**config.mk**
```make
export PLATFORM = sky130hd
export DESIGN_NAME = flash_port_arbiter
export DESIGN_NICKNAME = d
export VERILOG_FILES = /design/src/rtl/flash_port_arbiter.sv
export SDC_FILE = /design/constraint.sdc
export NUM_CORES = 1
export LEC_CHECK = 0
export BUFFER_PORTS_ARGS = -buffer_cell sky130_fd_sc_hd__buf_2
export CAP_MARGIN = 40
export CORE_MARGIN = 1.5
export CORE_UTILIZATION = 43
export CTS_CLUSTER_DIAMETER = 30
export DETAILED_ROUTE_END_ITERATION = 8
export MAX_ROUTING_LAYER = met4
export PLACE_DENSITY = 0.88
export RECOVER_POWER = 100
export SETUP_SLACK_MARGIN = 0.4
export SYNTH_ARGS = -nofsm -noshare
export SYNTH_HDL_FRONTEND = slang
export SYNTH_SLANG_ARGS = --single-unit
export TNS_END_PERCENT = 100
```
**constraint.sdc**
```tcl
create_clock -name clk -period 1.85 [get_ports clk]
set_clock_uncertainty 0.1 [all_clocks]
set_input_delay 0.0925 -clock clk [delete_from_list [all_inputs] [get_ports clk]]
set_output_delay 0.0925 -clock clk [all_outputs]
set_load 0.01 [all_outputs]
```
**src/rtl/flash_port_arbiter.sv**
```systemverilog
// Round-robin arbiter that lets NUM_REQ requesters share one flash read port.
// Each granted read either completes with data or is aborted by a BUSY-cycle timeout.
module flash_port_arbiter #(
    parameter int NUM_REQ        = 2,
    parameter int ADDR_WIDTH     = 24,
    parameter int DATA_WIDTH     = 32,
    parameter int TIMEOUT_CYCLES = 1024,
    localparam int GW            = (NUM_REQ > 1) ? $clog2(NUM_REQ) : 1
) (
    input  logic                          clk,
    input  logic                          rst,
    input  logic [NUM_REQ-1:0]            req_valid,
    input  logic [NUM_REQ*ADDR_WIDTH-1:0] req_addr,
    output logic [NUM_REQ-1:0]            req_ready,
    output logic [NUM_REQ-1:0]            req_err,
    output logic [DATA_WIDTH-1:0]         req_rdata,
    output logic                          mem_valid,
    output logic [ADDR_WIDTH-1:0]         mem_addr,
    input  logic                          mem_ready,
    input  logic [DATA_WIDTH-1:0]         mem_rdata,
    output logic [GW-1:0]                 grant_id,
    output logic                          busy
);

    // Handshake: a requester holds req_valid (and its address) until it sees a
    // one-cycle req_ready; the flash port sees mem_valid held for all of BUSY and
    // completes it with a single-cycle mem_ready strobe carrying mem_rdata.
    localparam int CW = (TIMEOUT_CYCLES > 1) ? $clog2(TIMEOUT_CYCLES) : 1;
    localparam logic [CW-1:0] TO_LAST = (TIMEOUT_CYCLES > 0) ? CW'(TIMEOUT_CYCLES - 1) : '0;

    typedef enum logic [1:0] {
        S_IDLE = 2'd0,
        S_BUSY = 2'd1,
        S_RESP = 2'd2
    } state_t;

    state_t                  state_q, state_d;
    logic [GW-1:0]           last_grant_q;
    logic [GW-1:0]           grant_q;
    logic [ADDR_WIDTH-1:0]   addr_q;
    logic [DATA_WIDTH-1:0]   rdata_q;
    logic                    err_q;
    logic [CW-1:0]           cnt_q;
    logic [GW-1:0]           winner;
    logic [GW-1:0]           cand;
    logic                    found;
    logic                    any_req;
    logic                    timeout_hit;

    assign any_req     = |req_valid;
    assign timeout_hit = (TIMEOUT_CYCLES != 0) && (cnt_q == TO_LAST);

    // Search upward from the requester after the last grant, wrapping around.
    always_comb begin
        winner = '0;
        cand   = '0;
        found  = 1'b0;
        for (int k = 1; k <= NUM_REQ; k++) begin
            cand = GW'((int'(last_grant_q) + k) % NUM_REQ);
            if (!found && req_valid[cand]) begin
                winner = cand;
                found  = 1'b1;
            end
        end
    end

    always_ff @(posedge clk or posedge rst) begin
        if (rst) state_q <= S_IDLE;
        else     state_q <= state_d;
    end

    always_comb begin
        state_d   = state_q;
        mem_valid = 1'b0;
        busy      = 1'b0;
        req_ready = '0;
        req_err   = '0;
        case (state_q)
            S_IDLE: begin
                if (any_req) state_d = S_BUSY;
            end
            S_BUSY: begin
                mem_valid = 1'b1;
                busy      = 1'b1;
                if (mem_ready || timeout_hit) state_d = S_RESP;
            end
            S_RESP: begin
                busy               = 1'b1;
                req_ready[grant_q] = 1'b1;
                req_err[grant_q]   = err_q;
                state_d            = S_IDLE;
            end
            default: state_d = S_IDLE;
        endcase
    end

    // Data path: latch on grant, capture on completion, clear on return to IDLE.
    always_ff @(posedge clk or posedge rst) begin
        if (rst) begin
            last_grant_q <= GW'(NUM_REQ - 1);
            grant_q      <= '0;
            addr_q       <= '0;
            rdata_q      <= '0;
            err_q        <= 1'b0;
            cnt_q        <= '0;
        end else begin
            case (state_q)
                S_IDLE: begin
                    if (any_req) begin
                        grant_q      <= winner;
                        last_grant_q <= winner;
                        addr_q       <= req_addr[int'(winner)*ADDR_WIDTH +: ADDR_WIDTH];
                        cnt_q        <= '0;
                        err_q        <= 1'b0;
                    end
                end
                S_BUSY: begin
                    // Data arriving in the expiry cycle takes priority over the abort.
                    if (mem_ready) begin
                        rdata_q <= mem_rdata;
                        err_q   <= 1'b0;
                    end else if (timeout_hit) begin
                        rdata_q <= '0;
                        err_q   <= 1'b1;
                    end else begin
                        cnt_q <= cnt_q + CW'(1);
                    end
                end
                default: begin
                    addr_q  <= '0;
                    rdata_q <= '0;
                    err_q   <= 1'b0;
                    cnt_q   <= '0;
                end
            endcase
        end
    end

    assign grant_id  = grant_q;
    assign mem_addr  = addr_q;
    assign req_rdata = rdata_q;

endmodule

```
==> results.ini, run 1 <==
[timing]
fin_crit_sh = 1.03
finalMaxSlewViolations = 0
setup_viol = 16
worst_pin_slew_ps = 1260
slew_headroom = 0.158
hold_violations = 0
whs_ps = 13.0
fmax_mhz = 524
final.setup.tns_ps = -375
rsz0062_at_grt = yes
postLayoutSetupSlackWorst_ps = -57.5
min_period_ps = 1910

[power_and_ir_drop]
leakagePower_uw = 0.00270
powerDensity_nw_per_um2 = 1370
power.share.clock = 0.137
total_power_uw = 8090
seqPwrFrac = 0.316
intPower_uw = 4530
p_sw_uw = 3560
p_sw_frac = 0.440
power_frac_comb = 0.548
ir_worst_vdd_mv = 1.09

[detailed_routing]
firstDrtPassIters = 5
drtAntennaViolNets = 0
route.detailed.drc = 0
drtIter0Drc = 335
via_count = 4155
drt-total-wl_um = 14600
routedWlPerCell_um = 20.8
via_per_inst = 5.90

[layout]
num_antenna_cells = 0
drive_gt1_frac = 0.402
final_area_um2 = 5900
seq_area_um2 = 1780
fin_util = 0.772
area_growth_pct = 75.5
num-fill-cells = 441
layout.nets = 686
multi_input_area_um2 = 1820

[logic_synthesis]
synth_top_area_share = 0.521
syn_area_per_cell_um2 = 9.90
ys_ff_latch = 71
ys_seq_area_frac = 0.528
async_flop_share = 1.00
synthFlopType = dfrtp_1
yosys-top-cells-count = dfrtp_1 (70), nand2_1 (61), o21ai_0 (60)
ys_types = 44
syn_nets = 429
synth.most_common_cell = dfrtp_1
netlist.top_cell.by_area = dfrtp_1
netlist_instances = 340
netlist_top_cells_area = dfrtp_1 (52%), o21ai_0 (8.9%), mux2i_1 (7.1%), nand2_1 (6.8%), o21ai_1 (4.3%)
synth_area_um2 = 3360
synth_edf_count = 0
yosys_warnings = 0

[critical_path]
required_ps = 1980
critPathArrivalTime_ps = 2040
criticalPathCategory = flip-flop to flip-flop
cp-end-kind = flip-flop
crit_path_max_fanout = 6
reg2reg_depth = 7
worstSetupStartpoint = cnt_q[1]
timing.rr.start = cnt_q[1]
timing.reg2reg.setup_slack_ps = -60
endpoint = req_rdata[8]
rr_endpoint = req_rdata[8]
start_kind = flip-flop

[die]
die_w_um = 91.5
core_um2 = 7650
dieArea_um2 = 8360
start_util = 0.440
num_rows = 32
ios = 148
dieHeight_um = 91.5

[clock_tree]
clkSinkCount = 71
clkTransAtPathRegs_ps = 80
h-tree-depth = 3
cts_tree = built
cts.path.max_buffers = 2
insertion_delay_ps = 340
cts_buffers = 9
cts-root-buf = clkbuf_8

[grt]
grt-ovfl-total = 0
track_usage = 0.316
antenna_found_initial = 0
grt_pass1_wl_um = 20000
first_global_vias = 4037
grt_busiest_layer = met2
grt_start_max_net_pins = 38
grtUsageMet2 = 0.523
met1_usage = 0.348
use_met3 = 0.0821

[placed_design]
place_area_um2 = 4290
place_congestion = 0.844
hpwlAfterDp_um = 6370
numPortBuffers = 147

[min_path]
hold_class = input pin to flip-flop

[run_status]
status = finished, violations left
violations = negative setup slack

[run]
cap_violations = 0

timing repair:
action,in CTS,in global routing
endpoints found under the hold margin,81,0
hold buffers,80,0
resized for setup,32,98
pin swaps,26,10
cloned,5,3
setup buffers,12,6
setup endpoints to repair,77,77
cell type report:
type,instances,share of cell area
inverters,5,0.00339
flip-flops and latches,71,0.301
repair buffers,268,0.336
well taps,102,0.0216
clock buffers,9,0.0210
multi-input cells,242,0.309
clock inverters,7,0.00805
metal layers:
metal / routed length, um / share of wire / vias to the layer above
li1: - / - / 1740
met5: 0 / 0 / -
met4: 867 / 0.059 / 0
met3: 1440 / 0.098 / 101
met1: 5150 / 0.35 / 1976
met2: 7180 / 0.49 / 338
cell usage in the layout (no fill, tap or decap), drive strengths merged, types with 5 or more instances in the layout:
cell type	instances
clkbuf	71
nand2	61
dlygate4sd3	80
inv	5
buf	125
nand4	5
mux2i	24
o21ai	89
dfrtp	70
and2	6
registers in the layout, summed over array words and instances, names as in the netlist:
signal and flops:
req_rdata 32, state_q 2, last_grant_q 1, err_q 1
cnt_q 10, grant_id 1, mem_addr 24
stage by stage:
stage | std cells | worst slack (ps)
CTS | 695 | 48.5
floorplan | 340 | 92.4
finish | 704 | -57.5
global placement | 582 | 40.2
global route | 704 | -91.8
detailed placement | 582 | -41.8
kinds of logic (layout without fill, tap and decap cells):
group / after synthesis / after routing / share of synthesized area
compound gates: 113 / 113 / 0.194
simple gates: 98 / 101 / 0.142
flops: 71 / 71 / 0.528
buf+inv: 30 / 289 / 0.0483
mux: 24 / 24 / 0.0714
fa+ha+maj: 4 / 4 / 0.0149
worst min path at each step:
stage,endpoint,from,slack [ps],depth (start not counted)
5_1_grt,mem_addr[7],req_addr[31],10,3
6_report,mem_addr[7],req_addr[31],10,3
3_5_place_dp,req_rdata[11],rst,100,2
2_1_floorplan,last_grant_q,req_valid[0],60,1
3_3_place_gp,req_rdata[11],rst,80,2
4_1_cts,mem_addr[12],req_addr[12],2,3
power by group through the flow:
stage          Clock, uW  Sequential (uW)  Combinational [uW]
6_report            1110             2550                4430
5_1_grt             1200             2600                4650
4_1_cts             1110             2400                3420
3_5_place_dp           0             2420                2740
3_3_place_gp           0             2400                2620
2_1_floorplan          0             2660                1520
worst max-delay path: stages (launching register included):
cell	delay [ps]
dfrtp_1	410
ha_4	180
nand4_4	130
o31a_1	390
buf_6	170
buf_6	130
o21ai_2	200
o21ai_2	90
Power figures use the tool's default switching activity.
==> inputs of run 2 (changes only) <==
clock period = 1.7 ns   (was 1.85 ns; I/O delays follow)
==> run 2 against run 1 <==
Worst hold slack better by 49 ps. Global-route usage is 1.7 points higher. Power is 32% higher. Wire length is 29% higher. The flow still finishes with violations (negative setup slack). Die area stayed put. Highest routed layer unchanged. Critical path type unchanged. Combinational power is 34% higher. Design area is 8.4% higher. Register-to-register slack worse by 320 ps. Sequential cell count stayed put.
==> results.ini, run 2 (synthesis gave the netlist of run 1 again) <==
[critical_path]
timing.rr.start = state_q[1]  ; was cnt_q[1]
required_ps = 1850  ; was 1980 ps
reg2reg_depth = 7  ; unchanged
path_cells = inv_2 -> ha_4 -> nor2b_4 -> o31a_1 -> buf_6 -> a31oi_1 -> a31oi_1  ; was ha_4 -> nand4_4 -> o31a_1 -> buf_6 -> buf_6 -> o21ai_2 -> o21ai_2
cpMostUsedCell = a31oi_1
timing.reg2reg.setup_slack_ps = -380  ; was -60 ps
rr_endpoint = cnt_q[5]  ; was req_rdata[8]
cp-end-kind = flip-flop  ; unchanged
critPathArrivalTime_ps = 2230  ; was 2040 ps
max_stage_delay_ps = 400  ; was 410 ps
crit_slowest_cell = dfrtp_1  ; unchanged
crit_path_max_fanout = 7  ; was 6
criticalPathCategory = flip-flop to flip-flop  ; unchanged
start_kind = flip-flop  ; unchanged

[detailed_routing]
route.detailed.drc = 0  ; unchanged
routedWlPerCell_um = 26.1  ; was 20.8 um
drt-total-wl_um = 18800  ; was 14600 um
via_per_inst = 6.26  ; was 5.90
via_count = 4513  ; was 4155
drtIter0Drc = 401  ; was 335
firstDrtPassIters = 7  ; was 5
drtAntennaViolNets = 0  ; unchanged

[layout]
layout_common_cells = buf_2 (123), dlygate4sd3_1 (83), dfrtp_1 (69)  ; was buf_2 (89), dlygate4sd3_1 (80), dfrtp_1 (69)
drive_gt1_frac = 0.515  ; was 0.402
layout.nets = 702  ; was 686
largest_register_ffs = 32  ; unchanged
fin_util = 0.837  ; was 0.772
area_growth_pct = 90.2  ; was 75.5%
final_area_um2 = 6400  ; was 5900 um2
mostFrequentLayoutCell = buf_2  ; unchanged

[min_path]
min-delay-start = req_valid[0]  ; was req_addr[31]
min_path_cells = 3  ; unchanged
holdPathEnd = grant_id  ; was mem_addr[7]
hold_class = input pin to flip-flop  ; unchanged

[grt]
first_global_vias = 4040  ; was 4037
track_usage = 0.333  ; was 0.316
grt_pass1_wl_um = 20700  ; was 20000 um
antenna_found_initial = 1  ; was 0
grt-ovfl-total = 0  ; unchanged
grt_start_max_net_pins = 72  ; was 38

[placed_design]
place_congestion = 0.822  ; was 0.844
hpwlAfterDp_um = 6490  ; was 6370 um
place_area_um2 = 4400  ; was 4290 um2
numPortBuffers = 147  ; unchanged

[timing]
postLayoutSetupSlackWorst_ps = -380  ; was -57.5 ps
final.setup.tns_ps = -12480  ; was -375 ps
slew_headroom = 0.352  ; was 0.158
min_period_ps = 2080  ; was 1910 ps
fmax_mhz = 481  ; was 524 MHz
worst_pin_slew_ps = 972  ; was 1260 ps
fin_crit_sh = 1.22  ; was 1.03
hold_violations = 0  ; unchanged
whs_ps = 61.9  ; was 13.0 ps
setup_viol = 73  ; was 16
finalMaxSlewViolations = 0  ; unchanged
rsz0062_at_grt = yes  ; unchanged

[clock_tree]
h-tree-depth = 3  ; unchanged
clkSinkCount = 71  ; unchanged
insertion_delay_ps = 370  ; was 340 ps
cts_buffers = 9  ; unchanged
cts-root-buf = clkbuf_8  ; unchanged
cts.path.max_buffers = 2  ; unchanged
cts_tree = built  ; unchanged
clkTransAtPathRegs_ps = 100  ; was 80 ps

[die]
ios = 148  ; unchanged
num_rows = 32  ; unchanged
dieArea_um2 = 8360  ; unchanged
core_um2 = 7650  ; unchanged
dieHeight_um = 91.5  ; unchanged
die_w_um = 91.5  ; unchanged
start_util = 0.440  ; unchanged

[power_and_ir_drop]
leakagePower_uw = 0.00308  ; was 0.00270 uW
powerDensity_nw_per_um2 = 1660  ; was 1370 nW/um2
ir_worst_vdd_mv = 0.979  ; was 1.09 mV

[run_status]
violations = negative setup slack  ; unchanged
status = finished, violations left  ; unchanged

[run]
cap_violations = 0  ; unchanged

-- run 2: changes by cell type in the layout (fill, tap and decap cells not counted), sizes merged, moves of 3 or more --
cell and delta:
bufinv +3, dlygate4sd3 +3, clkbuf -35, buf +50
clkinv -4
-- run 2: worst max path at each step --
stage | slack (ps) | from | cells after the start | to
floorplan | -60 | state_q[1] | 6 | cnt_q[6]
global placement | -130 | state_q[0] | 5 | cnt_q[6]
detailed placement | -210 | state_q[0] | 7 | mem_addr[0]
CTS | -20 | cnt_q[1] | 6 | cnt_q[1]
global route | -390 | state_q[1] | 7 | cnt_q[5]
finish | -380 | state_q[1] | 7 | cnt_q[5]
-- run 2: what timing repair did --
action	4_1_cts	5_1_grt
buffers inserted	6	10
pin swaps	25	37
resized for setup	86	95
hold endpoints to repair	128	0
hold buffers	83	0
cloned	2	11
setup endpoints to repair	77	77
-- run 2: worst max-delay path, delay by kind of cell, from the launching register on --
family,cells,cell delay [ps]
buffers and inverters,2,340
flip-flops,1,400
AO/OA/AOI/OAI,3,680
AND/OR/NAND/NOR,1,240
adder cells (fa/ha/maj),1,210
-- run 2: metal layers --
layer / track usage / share of wire / up-vias
met5: - / 0 / -
met4: 0.160 / 0.088 / 0
met3: 0.0946 / 0.12 / 178
met2: 0.565 / 0.47 / 472
met1: 0.357 / 0.33 / 2101
li1: - / - / 1762
-- run 2: cell type report --
class                      instances  area (um2)
timing repair buffer             284        2280
multi-input combinational        242        1940
sequential                        71        1780
fill                             348        1250
clock buffer                      10         138
tap                              102         128
clock inverter                     6         115
inverter                           5        22.5
antenna                            1        2.50
-- run 2: where the power goes --
part	switching, uW	internal [uW]
Clock	753	1030
Sequential	655	2290
Combinational	3230	2700
Total	4640	6010
-- run 2: stage by stage --
step	cells	setup WS (ps)	total power, uW
floorplan	340	-57.6	4570
global placement	592	-128	5630
detailed placement	592	-212	5760
CTS	699	-16.4	8330
global route	721	-392	11000
finish	721	-380	10700
==> inputs of run 3 (changes only) <==
PLACE_DENSITY = 0.77   (was 0.88)
==> run 3 against run 2 <==
The flow still finishes with violations (negative setup slack). Maximum frequency rose by 2.1%. Sequential power fell by 2%. Largest power group unchanged. Clock power fell by 9.6%. Worst hold slack improved by 13 ps. Critical path type unchanged. Die area did not move.
==> results.ini, run 3 (synthesis gave the netlist of run 1 again) <==
[detailed_routing]
via_per_inst = 6.20  ; was 6.26
firstDrtPassIters = 6  ; was 7
drtIter0Drc = 612  ; was 401
via_count = 4498  ; was 4513
drt-total-wl_um = 17900  ; was 18800 um
routedWlPerCell_um = 24.7  ; was 26.1 um
drtAntennaViolNets = 0  ; unchanged
route.detailed.drc = 0  ; unchanged

[run_status]
violations = negative setup slack  ; unchanged
status = finished, violations left  ; unchanged

[timing]
finalMaxSlewViolations = 0  ; unchanged
hold_violations = 0  ; unchanged
fmax_mhz = 491  ; was 481 MHz
whs_ps = 74.8  ; was 61.9 ps
setup_viol = 73  ; unchanged
slew_headroom = 0.334  ; was 0.352
worst_pin_slew_ps = 999  ; was 972 ps
rsz0062_at_grt = yes  ; unchanged
postLayoutSetupSlackWorst_ps = -337  ; was -380 ps
fin_crit_sh = 1.20  ; was 1.22
min_period_ps = 2040  ; was 2080 ps

[power_and_ir_drop]
leakagePower_uw = 0.00287  ; was 0.00308 uW
powerDensity_nw_per_um2 = 1610  ; was 1660 nW/um2
ir_worst_vdd_mv = 0.905  ; was 0.979 mV

[layout]
largest_register_ffs = 32  ; unchanged
area_growth_pct = 86.6  ; was 90.2%
final_area_um2 = 6280  ; was 6400 um2
mostFrequentLayoutCell = buf_2  ; unchanged
fin_util = 0.821  ; was 0.837
layout_common_cells = buf_2 (84), dlygate4sd3_1 (83), dfrtp_1 (70)  ; was buf_2 (123), dlygate4sd3_1 (83), dfrtp_1 (69)
drive_gt1_frac = 0.440  ; was 0.515
layout.nets = 705  ; was 702

[placed_design]
preCtsSetupSlack_ps = -223  ; was -212 ps
hpwlAfterDp_um = 6160  ; was 6490 um
place_area_um2 = 4400  ; about the same
numPortBuffers = 147  ; unchanged
place_congestion = 0.817  ; was 0.822

[clock_tree]
clkSinkCount = 71  ; unchanged
insertion_delay_ps = 360  ; was 370 ps
cts.path.max_buffers = 2  ; unchanged
h-tree-depth = 3  ; unchanged
cts_tree = built  ; unchanged
cts_buffers = 9  ; unchanged
clkTransAtPathRegs_ps = 100  ; about the same
cts-root-buf = clkbuf_8  ; unchanged

[grt]
track_usage = 0.335  ; was 0.333
first_global_vias = 4020  ; was 4040
grt-ovfl-total = 0  ; unchanged
grt_start_max_net_pins = 72  ; unchanged
grt_pass1_wl_um = 21000  ; was 20700 um
antenna_found_initial = 3  ; was 1

[die]
core_um2 = 7650  ; unchanged
start_util = 0.440  ; unchanged
ios = 148  ; unchanged
die_w_um = 91.5  ; unchanged
dieArea_um2 = 8360  ; unchanged
num_rows = 32  ; unchanged
dieHeight_um = 91.5  ; unchanged

[critical_path]
crit_path_max_fanout = 24  ; was 7
crit_slowest_cell = dfstp_2  ; was dfrtp_1
criticalPathCategory = flip-flop to flip-flop  ; unchanged
path_buf_inv = 1  ; was 2
start_kind = flip-flop  ; unchanged
required_ps = 1810  ; was 1850 ps
cp-end-kind = flip-flop  ; unchanged
critPathArrivalTime_ps = 2140  ; was 2230 ps
path_cells = nand2_1 -> and2_1 -> buf_12 -> mux2i_1 -> o21ai_1  ; was inv_2 -> ha_4 -> nor2b_4 -> o31a_1 -> buf_6 -> a31oi_1 -> a31oi_1
max_stage_delay_ps = 610  ; was 400 ps
crit_family = flip-flops  ; was compound AO/OA/AOI/OAI gates

[min_path]
hold_class = input pin to flip-flop  ; unchanged

[run]
cap_violations = 0  ; unchanged

## run 3: cell count changes in the layout (fill, tap and decap cells not counted), sizes merged, moves of 2 or more
cell    previous run  this run
buf              175       139
clkbuf            36        71
clkinv             0         3
or3b               1         4
diode              1         3
## run 3: what timing repair did
action                                  CTS  global route
buffers inserted                          6            16
hold buffers                             83             0
cloned                                    8             3
endpoints found under the setup margin   77            77
pin swaps                                34            28
endpoints found under the hold margin   128             0
resized for setup                        50           121
## run 3: through the flow
stage | TNS (ps) | cells | total power [uW]
after floorplan | -59.3 | 340 | 4570
after global placement | -7760 | 591 | 5600
after detailed placement | -10400 | 591 | 5710
after CTS | -141 | 704 | 8300
after global routing | -11840 | 726 | 10400
final | -10400 | 726 | 10100
## run 3: worst reg2reg max path, cell delays in order, from the launching register on
cell and delay, ps:
dfstp_2 610, nand2_1 110, and2_1 230, buf_12 190, mux2i_1 470, o21ai_1 180
## run 3: power breakdown
group,switching [uW],internal [uW]
clock network,738,875
registers,602,2290
logic,3150,2450
## run 3: cell type report
| class | instances | area (um2) |
|---|---|---|
| Antenna cell | 3 | 7.51 |
| Clock buffer | 10 | 138 |
| Clock inverter | 6 | 91.3 |
| Fill cell | 387 | 1370 |
| Inverter | 5 | 22.5 |
| Multi-Input combinational cell | 245 | 1970 |
| Sequential cell | 71 | 1780 |
| Tap cell | 102 | 128 |
| Timing Repair Buffer | 284 | 2150 |
## run 3: worst paths after layout
path | startpoint | to | slack, ps | cells after the start
worst max-delay path | last_grant_q | mem_addr[15] | -340 | 5
worst min-delay path | req_valid[0] | grant_id | 70 | 3
worst max register to register | last_grant_q | mem_addr[15] | -340 | 5
worst min register to register | req_rdata[29] | req_rdata[29] | 400 | 2
max in group asynchronous | rst | cnt_q[3] | 310 | 4
min in group asynchronous | rst | mem_addr[3] | 520 | 4
## run 3: per-layer routing
metal	GRT usage	routed length, um	up-vias
met4	0.154	1380	0
li1	-	-	1785
met1	0.372	5890	2117
met2	0.552	8610	440
met3	0.102	2040	156
met5	-	0	-
